### config.mk
export PLATFORM = sky130hd
export DESIGN_NAME = rgb_frame_streamer_flat
export DESIGN_NICKNAME = d
export VERILOG_FILES = /design/src/rtl/rgb_frame_streamer_pkg.sv /design/src/rtl/rgb_frame_streamer_if.sv /design/src/rtl/rgb_frame_streamer_pixel_tag_pipe.sv /design/src/rtl/rgb_frame_streamer.sv /design/src/flat_wrapper.sv
export SDC_FILE = /design/constraint.sdc
export NUM_CORES = 1
export LEC_CHECK = 0
export CORE_UTILIZATION = 55
export CTS_CLUSTER_DIAMETER = 120
export DETAILED_ROUTE_END_ITERATION = 10
export PLACE_DENSITY = 0.85
export SETUP_SLACK_MARGIN = 0.5
export SLEW_MARGIN = 5
export SYNTH_ARGS = -nofsm -noshare
export SYNTH_HDL_FRONTEND = slang
export SYNTH_SLANG_ARGS = --single-unit
export TNS_END_PERCENT = 100
### constraint.sdc
create_clock -name clk -period 5.05 [get_ports clk]
set_clock_uncertainty 0.15 [all_clocks]
set_input_delay 1.01 -clock clk [delete_from_list [all_inputs] [get_ports clk]]
set_output_delay 1.01 -clock clk [all_outputs]
set_load 0.1 [all_outputs]
### src/rtl/rgb_frame_streamer_pkg.sv
// Shared image package for the RGB pixel-valid stream.
// Holds the streamer FSM encoding, the 24-bit pixel packing layout
// (R in the top byte, B in the bottom byte), and the per-pixel sideband tag.
package rgb_frame_streamer_pkg;

    // FSM encoding, kept as plain constants so older blocks can compare raw values
    localparam logic [1:0] ST_IDLE   = 2'd0;
    localparam logic [1:0] ST_ACTIVE = 2'd1;
    localparam logic [1:0] ST_HBLANK = 2'd2;
    localparam logic [1:0] ST_DRAIN  = 2'd3;

    // Pixel word layout
    localparam int PIX_W = 24;
    localparam int CH_W  = 8;
    localparam int R_LSB = 16;
    localparam int G_LSB = 8;
    localparam int B_LSB = 0;

    // Markers that ride with each read so they line up with their pixel
    typedef struct packed {
        logic sof;
        logic eol;
        logic last;
    } pix_tag_t;

endpackage

### src/rtl/rgb_frame_streamer_if.sv
// Bus bundle for rgb_frame_streamer.
//   controller side : RGB_enable, start, busy, frame_done
//   memory side     : mem_rd_en, mem_addr, mem_rdata (1-cycle read latency)
//   pixel stream    : out_red/green/blue_pixel, RGB_valid_out, sof_out, eol_out
// master = the streamer, slave = memory/controller/consumer side.
interface rgb_frame_streamer_if #(
    parameter int ADDR_W = 19
);
    import rgb_frame_streamer_pkg::*;

    logic              RGB_enable;
    logic              start;
    logic              mem_rd_en;
    logic [ADDR_W-1:0] mem_addr;
    logic [PIX_W-1:0]  mem_rdata;
    logic [CH_W-1:0]   out_red_pixel;
    logic [CH_W-1:0]   out_green_pixel;
    logic [CH_W-1:0]   out_blue_pixel;
    logic              RGB_valid_out;
    logic              sof_out;
    logic              eol_out;
    logic              frame_done;
    logic              busy;

    modport master (
        input  RGB_enable, start, mem_rdata,
        output mem_rd_en, mem_addr, out_red_pixel, out_green_pixel, out_blue_pixel,
               RGB_valid_out, sof_out, eol_out, frame_done, busy
    );

    modport slave (
        output RGB_enable, start, mem_rdata,
        input  mem_rd_en, mem_addr, out_red_pixel, out_green_pixel, out_blue_pixel,
               RGB_valid_out, sof_out, eol_out, frame_done, busy
    );

endinterface

### src/rtl/rgb_frame_streamer_pixel_tag_pipe.sv
// pixel_tag_pipe: 2-stage valid + sideband tag shift register matching the
// memory read latency plus the output register.
//   in_vld/in_tag : read issued this cycle and its markers
//   mid_vld       : read data is on mem_rdata this cycle (load output register)
//   out_vld/out_tag : aligned with the registered pixel outputs
module pixel_tag_pipe
    import rgb_frame_streamer_pkg::*;
(
    input  logic     clk,
    input  logic     rst_n,
    input  logic     in_vld,
    input  pix_tag_t in_tag,
    output logic     mid_vld,
    output logic     out_vld,
    output pix_tag_t out_tag
);
    localparam int STAGES = 2;

    logic     [STAGES:1] vld_pipe;
    pix_tag_t [STAGES:1] tag_pipe;

    always_ff @(posedge clk or negedge rst_n) begin
        if (!rst_n) begin
            vld_pipe <= '0;
            tag_pipe <= '0;
        end else begin
            vld_pipe <= {vld_pipe[STAGES-1:1], in_vld};
            tag_pipe <= {tag_pipe[STAGES-1:1], in_tag};
        end
    end

    assign mid_vld = vld_pipe[1];
    assign out_vld = vld_pipe[STAGES];
    assign out_tag = tag_pipe[STAGES];

endmodule

### src/rtl/rgb_frame_streamer.sv
// rgb_frame_streamer: reads one frame in raster order from a 24-bit frame
// memory and emits it as a registered R/G/B pixel-valid stream with
// sof/eol markers, horizontal blanking between lines and pause support.
//   clk, rst_n : clock, async active-low reset
//   bus        : controller, memory and pixel-stream signals (master side)
module rgb_frame_streamer
    import rgb_frame_streamer_pkg::*;
#(
    parameter int IMG_WIDTH  = 640,
    parameter int IMG_HEIGHT = 480,
    parameter int H_BLANK    = 16,
    parameter int ADDR_W     = 19
) (
    input  logic                 clk,
    input  logic                 rst_n,
    rgb_frame_streamer_if.master bus
);
    localparam int XW = $clog2(IMG_WIDTH);
    localparam int YW = (IMG_HEIGHT > 1) ? $clog2(IMG_HEIGHT) : 1;
    localparam int BW = $clog2(H_BLANK + 2);
    localparam logic [XW-1:0] X_LAST = XW'(IMG_WIDTH - 1);
    localparam logic [YW-1:0] Y_LAST = YW'(IMG_HEIGHT - 1);
    localparam logic [BW-1:0] B_LAST = BW'((H_BLANK > 0) ? H_BLANK - 1 : 0);

    logic [1:0]        state;
    logic [XW-1:0]     x;
    logic [YW-1:0]     y;
    logic [ADDR_W-1:0] addr;
    logic [BW-1:0]     blank_cnt;

    logic     issue, line_end, frame_end;
    pix_tag_t issue_tag, out_tag;
    logic     mid_vld, out_vld;
    logic [CH_W-1:0] red_q, green_q, blue_q;

    // A read goes out every enabled ACTIVE cycle; pausing just withholds it.
    assign issue     = (state == ST_ACTIVE) && bus.RGB_enable;
    assign line_end  = (x == X_LAST);
    assign frame_end = line_end && (y == Y_LAST);

    always_comb begin
        issue_tag      = '0;
        issue_tag.sof  = issue && (x == '0) && (y == '0);
        issue_tag.eol  = issue && line_end;
        issue_tag.last = issue && frame_end;
    end

    always_ff @(posedge clk or negedge rst_n) begin
        if (!rst_n) begin
            state     <= ST_IDLE;
            x         <= '0;
            y         <= '0;
            addr      <= '0;
            blank_cnt <= '0;
        end else begin
            case (state)
                ST_IDLE: begin
                    if (bus.start) begin
                        state <= ST_ACTIVE;
                        x     <= '0;
                        y     <= '0;
                        addr  <= '0;
                    end
                end
                ST_ACTIVE: begin
                    if (bus.RGB_enable) begin
                        addr <= addr + 1'b1;
                        if (line_end) begin
                            if (y == Y_LAST) begin
                                state <= ST_DRAIN;
                            end else begin
                                x         <= '0;
                                y         <= y + 1'b1;
                                blank_cnt <= '0;
                                if (H_BLANK > 0) state <= ST_HBLANK;
                            end
                        end else begin
                            x <= x + 1'b1;
                        end
                    end
                end
                ST_HBLANK: begin
                    if (bus.RGB_enable) begin
                        blank_cnt <= blank_cnt + 1'b1;
                        if (blank_cnt == B_LAST) state <= ST_ACTIVE;
                    end
                end
                ST_DRAIN: begin
                    // Leave once the last pixel is on the outputs, so busy
                    // drops the cycle after frame_done.
                    if (out_vld && out_tag.last) state <= ST_IDLE;
                end
                default: state <= ST_IDLE;
            endcase
        end
    end

    pixel_tag_pipe u_tag_pipe (
        .clk     (clk),
        .rst_n   (rst_n),
        .in_vld  (issue),
        .in_tag  (issue_tag),
        .mid_vld (mid_vld),
        .out_vld (out_vld),
        .out_tag (out_tag)
    );

    // Output register loads only with real data, otherwise holds.
    always_ff @(posedge clk or negedge rst_n) begin
        if (!rst_n) begin
            red_q   <= '0;
            green_q <= '0;
            blue_q  <= '0;
        end else if (mid_vld) begin
            red_q   <= bus.mem_rdata[R_LSB +: CH_W];
            green_q <= bus.mem_rdata[G_LSB +: CH_W];
            blue_q  <= bus.mem_rdata[B_LSB +: CH_W];
        end
    end

    assign bus.mem_rd_en       = issue;
    assign bus.mem_addr        = addr;
    assign bus.out_red_pixel   = red_q;
    assign bus.out_green_pixel = green_q;
    assign bus.out_blue_pixel  = blue_q;
    assign bus.RGB_valid_out   = out_vld;
    assign bus.sof_out         = out_vld && out_tag.sof;
    assign bus.eol_out         = out_vld && out_tag.eol;
    assign bus.frame_done      = out_vld && out_tag.last;
    assign bus.busy            = (state != ST_IDLE);

endmodule
### src/flat_wrapper.sv
// flat-port wrapper written by rule: the top's interface ports become plain ports
module rgb_frame_streamer_flat import rgb_frame_streamer_pkg::*;
#(
    parameter int IMG_WIDTH  = 640,
    parameter int IMG_HEIGHT = 480,
    parameter int H_BLANK    = 16,
    parameter int ADDR_W     = 19
)
  (clk, rst_n, bus_RGB_enable, bus_start, bus_mem_rdata, bus_mem_rd_en, bus_mem_addr, bus_out_red_pixel, bus_out_green_pixel, bus_out_blue_pixel, bus_RGB_valid_out, bus_sof_out, bus_eol_out, bus_frame_done, bus_busy);
  rgb_frame_streamer_if #(.ADDR_W(ADDR_W)) bus_i ();
  input  logic clk;
  input  logic rst_n;
  input wire logic [$bits(bus_i.RGB_enable)-1:0] bus_RGB_enable;
  input wire logic [$bits(bus_i.start)-1:0] bus_start;
  input wire logic [$bits(bus_i.mem_rdata)-1:0] bus_mem_rdata;
  output wire logic [$bits(bus_i.mem_rd_en)-1:0] bus_mem_rd_en;
  output wire logic [$bits(bus_i.mem_addr)-1:0] bus_mem_addr;
  output wire logic [$bits(bus_i.out_red_pixel)-1:0] bus_out_red_pixel;
  output wire logic [$bits(bus_i.out_green_pixel)-1:0] bus_out_green_pixel;
  output wire logic [$bits(bus_i.out_blue_pixel)-1:0] bus_out_blue_pixel;
  output wire logic [$bits(bus_i.RGB_valid_out)-1:0] bus_RGB_valid_out;
  output wire logic [$bits(bus_i.sof_out)-1:0] bus_sof_out;
  output wire logic [$bits(bus_i.eol_out)-1:0] bus_eol_out;
  output wire logic [$bits(bus_i.frame_done)-1:0] bus_frame_done;
  output wire logic [$bits(bus_i.busy)-1:0] bus_busy;
  assign bus_i.RGB_enable = bus_RGB_enable;
  assign bus_i.start = bus_start;
  assign bus_i.mem_rdata = bus_mem_rdata;
  assign bus_mem_rd_en = bus_i.mem_rd_en;
  assign bus_mem_addr = bus_i.mem_addr;
  assign bus_out_red_pixel = bus_i.out_red_pixel;
  assign bus_out_green_pixel = bus_i.out_green_pixel;
  assign bus_out_blue_pixel = bus_i.out_blue_pixel;
  assign bus_RGB_valid_out = bus_i.RGB_valid_out;
  assign bus_sof_out = bus_i.sof_out;
  assign bus_eol_out = bus_i.eol_out;
  assign bus_frame_done = bus_i.frame_done;
  assign bus_busy = bus_i.busy;
  rgb_frame_streamer #(.IMG_WIDTH(IMG_WIDTH), .IMG_HEIGHT(IMG_HEIGHT), .H_BLANK(H_BLANK), .ADDR_W(ADDR_W)) u_core (.clk(clk), .rst_n(rst_n), .bus(bus_i));
endmodule
==> impl_metrics.ini <==
[run_status]
status = complete, but fails checks
violations = DRC

[sta]
setup_tns_ns = 0
hold_viol = 0
whs_ns = 0.194
setup_viol = 0
worstMarginPinSlew_ns = 1.04
drv_slew = 0
fin_crit_sh_pct = 74.2
min_period_ns = 3.75
timing.fmax_ghz = 0.267
maxSlewHeadroom_pct = 30.6
grt_setup_unrepaired = no

[setup_path]
slowest_delay_ns = 0.67
worstSetupEndpointType = output pin
path_buf_inv = 2
cpMaxStageDelayCell = dfrtp_1
cp_top_family = simple AND/OR/NAND/NOR gates
crit_chain = nor2b_1 -> nand2_1 -> inv_1 -> buf_4
startpoint_type = register
worstPathArrival_ns = 2.59
worstPathMaxFanout = 24
criticalPathCategory = register to output pin
required_ns = 3.89

[power_and_ir_drop]
clkPwrFrac_pct = 15.9
power.switching_mw = 1.55
comb_power_share_pct = 51.6
p_seq_share_pct = 32.5
p_int_mw = 1.44
p_total_mw = 2.99
leakagePower_nw = 1.94
ir_worst_vdd_uv = 474
power_density_mw_per_mm2 = 629
power_switching_share_pct = 51.9

[clocking]
cts_root_buf = clkbuf_8
clk_pin_slew_ns = 0.08
clock_path_buffers = 2
cts_setup_buffers = 0
cts_buffers = 9
htree_levels = 3
cts_hold_buf = 0
cts_tree = yes
cts_sinks = 77
insertion_delay_ns = 0.34
cts_resized = 0

[floorplan]
die_w_um = 84.4
io_pins = 77
die_h_um = 84.4
num_rows = 29
dieArea_mm2 = 0.00713
start_util_pct = 57.9
core_mm2 = 0.00646

[synth]
yosysSeqAreaShare_pct = 51.6
syn_nets = 383
netlist_area_mm2 = 0.00374
syn_area_per_cell_um2 = 10.7
ys_warn_count = 0
syn_inst = 348
synthTopCellsByArea = dfrtp_1, mux2_2, o21ai_0, a21oi_1, ha_1
ys_types = 56
synth_top_area_share_pct = 51.6
ys_async_sr_fraction_pct = 100
synth_top_area_cell = dfrtp_1
postSynthRegisterBits = 77
synth_ff_type = dfrtp_1
synth-edff-count = 0

[finish]
nNetsFinal = 457
mostFrequentLayoutCell = dfrtp_1
area_growth_pct = 27.1
final_cell_mix = dfrtp_1, clkdlybuf4s50_1, mux2_2
fin_area_mm2 = 0.00475
drive_above_1_share_pct = 12.9
num_antenna_cells = 0
fin_cells = 504
fillers = 476

[flow_run]
cap_violations = 0

[drt]
avgViaCountPerCell = 6.12
drt-initial-drc-count = 243
routedWlPerCell_um = 17.2
drc = 13
ant_nets = 0
firstDrtPassIters = 9
vias = 3085
wl_um = 8690

[global_route]
grt_max_degree = 50
track_usage_pct = 25.7
grt_overflow_total = 0
grt_pass1_vias = 2939
antenna_found_initial = 0
grt_pass1_wl_um = 14300

[placed_design]
io_buffers = 76
dp_cells = 488
hpwl_um = 6140
gp_congestion = 0.898
place_area_mm2 = 0.00454

[hold_path]
hp-class = register to register
-- cell families after synthesis --
group | Yosys count | share of synthesized area [%]
simple gates | 133 | 20.5
flops | 77 | 51.6
compound gates | 69 | 12.0
mux | 27 | 8.47
buf+inv | 24 | 2.54
xor+xnor | 11 | 2.58
fa+ha+maj | 7 | 2.34
-- layout make-up --
cell class,instances,area (µm²),area share [%]
Clock buffer,10,138,2.90
Timing Repair Buffer,78,768,16.2
Multi-Input combinational cell,247,1720,36.1
Inverter,9,33.8,0.711
Tap cell,77,96.3,2.03
Sequential cell,77,1930,40.6
Clock inverter,6,70.1,1.48
-- final timing paths --
path,from,to,slack [ns],cells past startpoint
worst max register to register,u_core.x[1],u_core.y[0],2.36,5
worst min register to register,u_core.u_tag_pipe.tag_pipe[1],u_core.u_tag_pipe.out_tag[1],0.19,0
worst min-delay path,u_core.u_tag_pipe.tag_pipe[1],u_core.u_tag_pipe.out_tag[1],0.19,0
max in group asynchronous,rst_n,u_core.u_tag_pipe.tag_pipe[2],3.09,2
min in group asynchronous,rst_n,u_core.bus.out_green_pixel[3],0.70,1
worst max-delay path,u_core.state[1],bus_mem_rd_en,1.30,4
-- Yosys cell counts (all sizes together) (9+ instances only) --
library cell,number
a21oi,19
clkbuf,12
dfrtp,77
inv,9
mux2,24
nand2,23
nand3,14
nand4,9
nor2,16
nor3,10
o21ai,19
or3,13
xnor2,10
-- registers in the layout, summed over array words and instances, names as in the netlist, 3 cells and up --
signal / cells
u_core.bus.mem_addr: 19
u_core.u_tag_pipe.out_tag: 3
u_core.u_tag_pipe.tag_pipe: 3
u_core.blank_cnt: 5
u_core.bus.out_red_pixel: 8
u_core.x: 10
u_core.bus.out_blue_pixel: 8
u_core.bus.out_green_pixel: 8
u_core.y: 9
-- per-layer routing --
metal,vias to the layer above,global-route usage (%),part of all wire [%]
met5,-,0,0
met3,24,4.72,7.8
li1,1436,-,-
met2,140,41.9,47
met1,1485,34.6,43
met4,0,9.86,2.0
-- power groups by stage --
stage	registers [mW]	logic, mW	clock network [mW]
after detailed placement	0.973	1.54	0
after CTS	0.964	1.55	0.487
after global routing	0.998	1.59	0.514
final	0.969	1.54	0.476
after floorplan	1.84	0.288	0
after global placement	0.958	1.52	0
-- through the flow --
step | setup slack (ns) | utilization [%]
finish | 1.30 | 73.5
global route | 1.17 | 73.5
CTS | 1.33 | 73.5
detailed placement | 1.41 | 70.3
global placement | 1.44 | 70.3
floorplan | 2.07 | -
No activity file was read; power rests on OpenSTA's default activity.
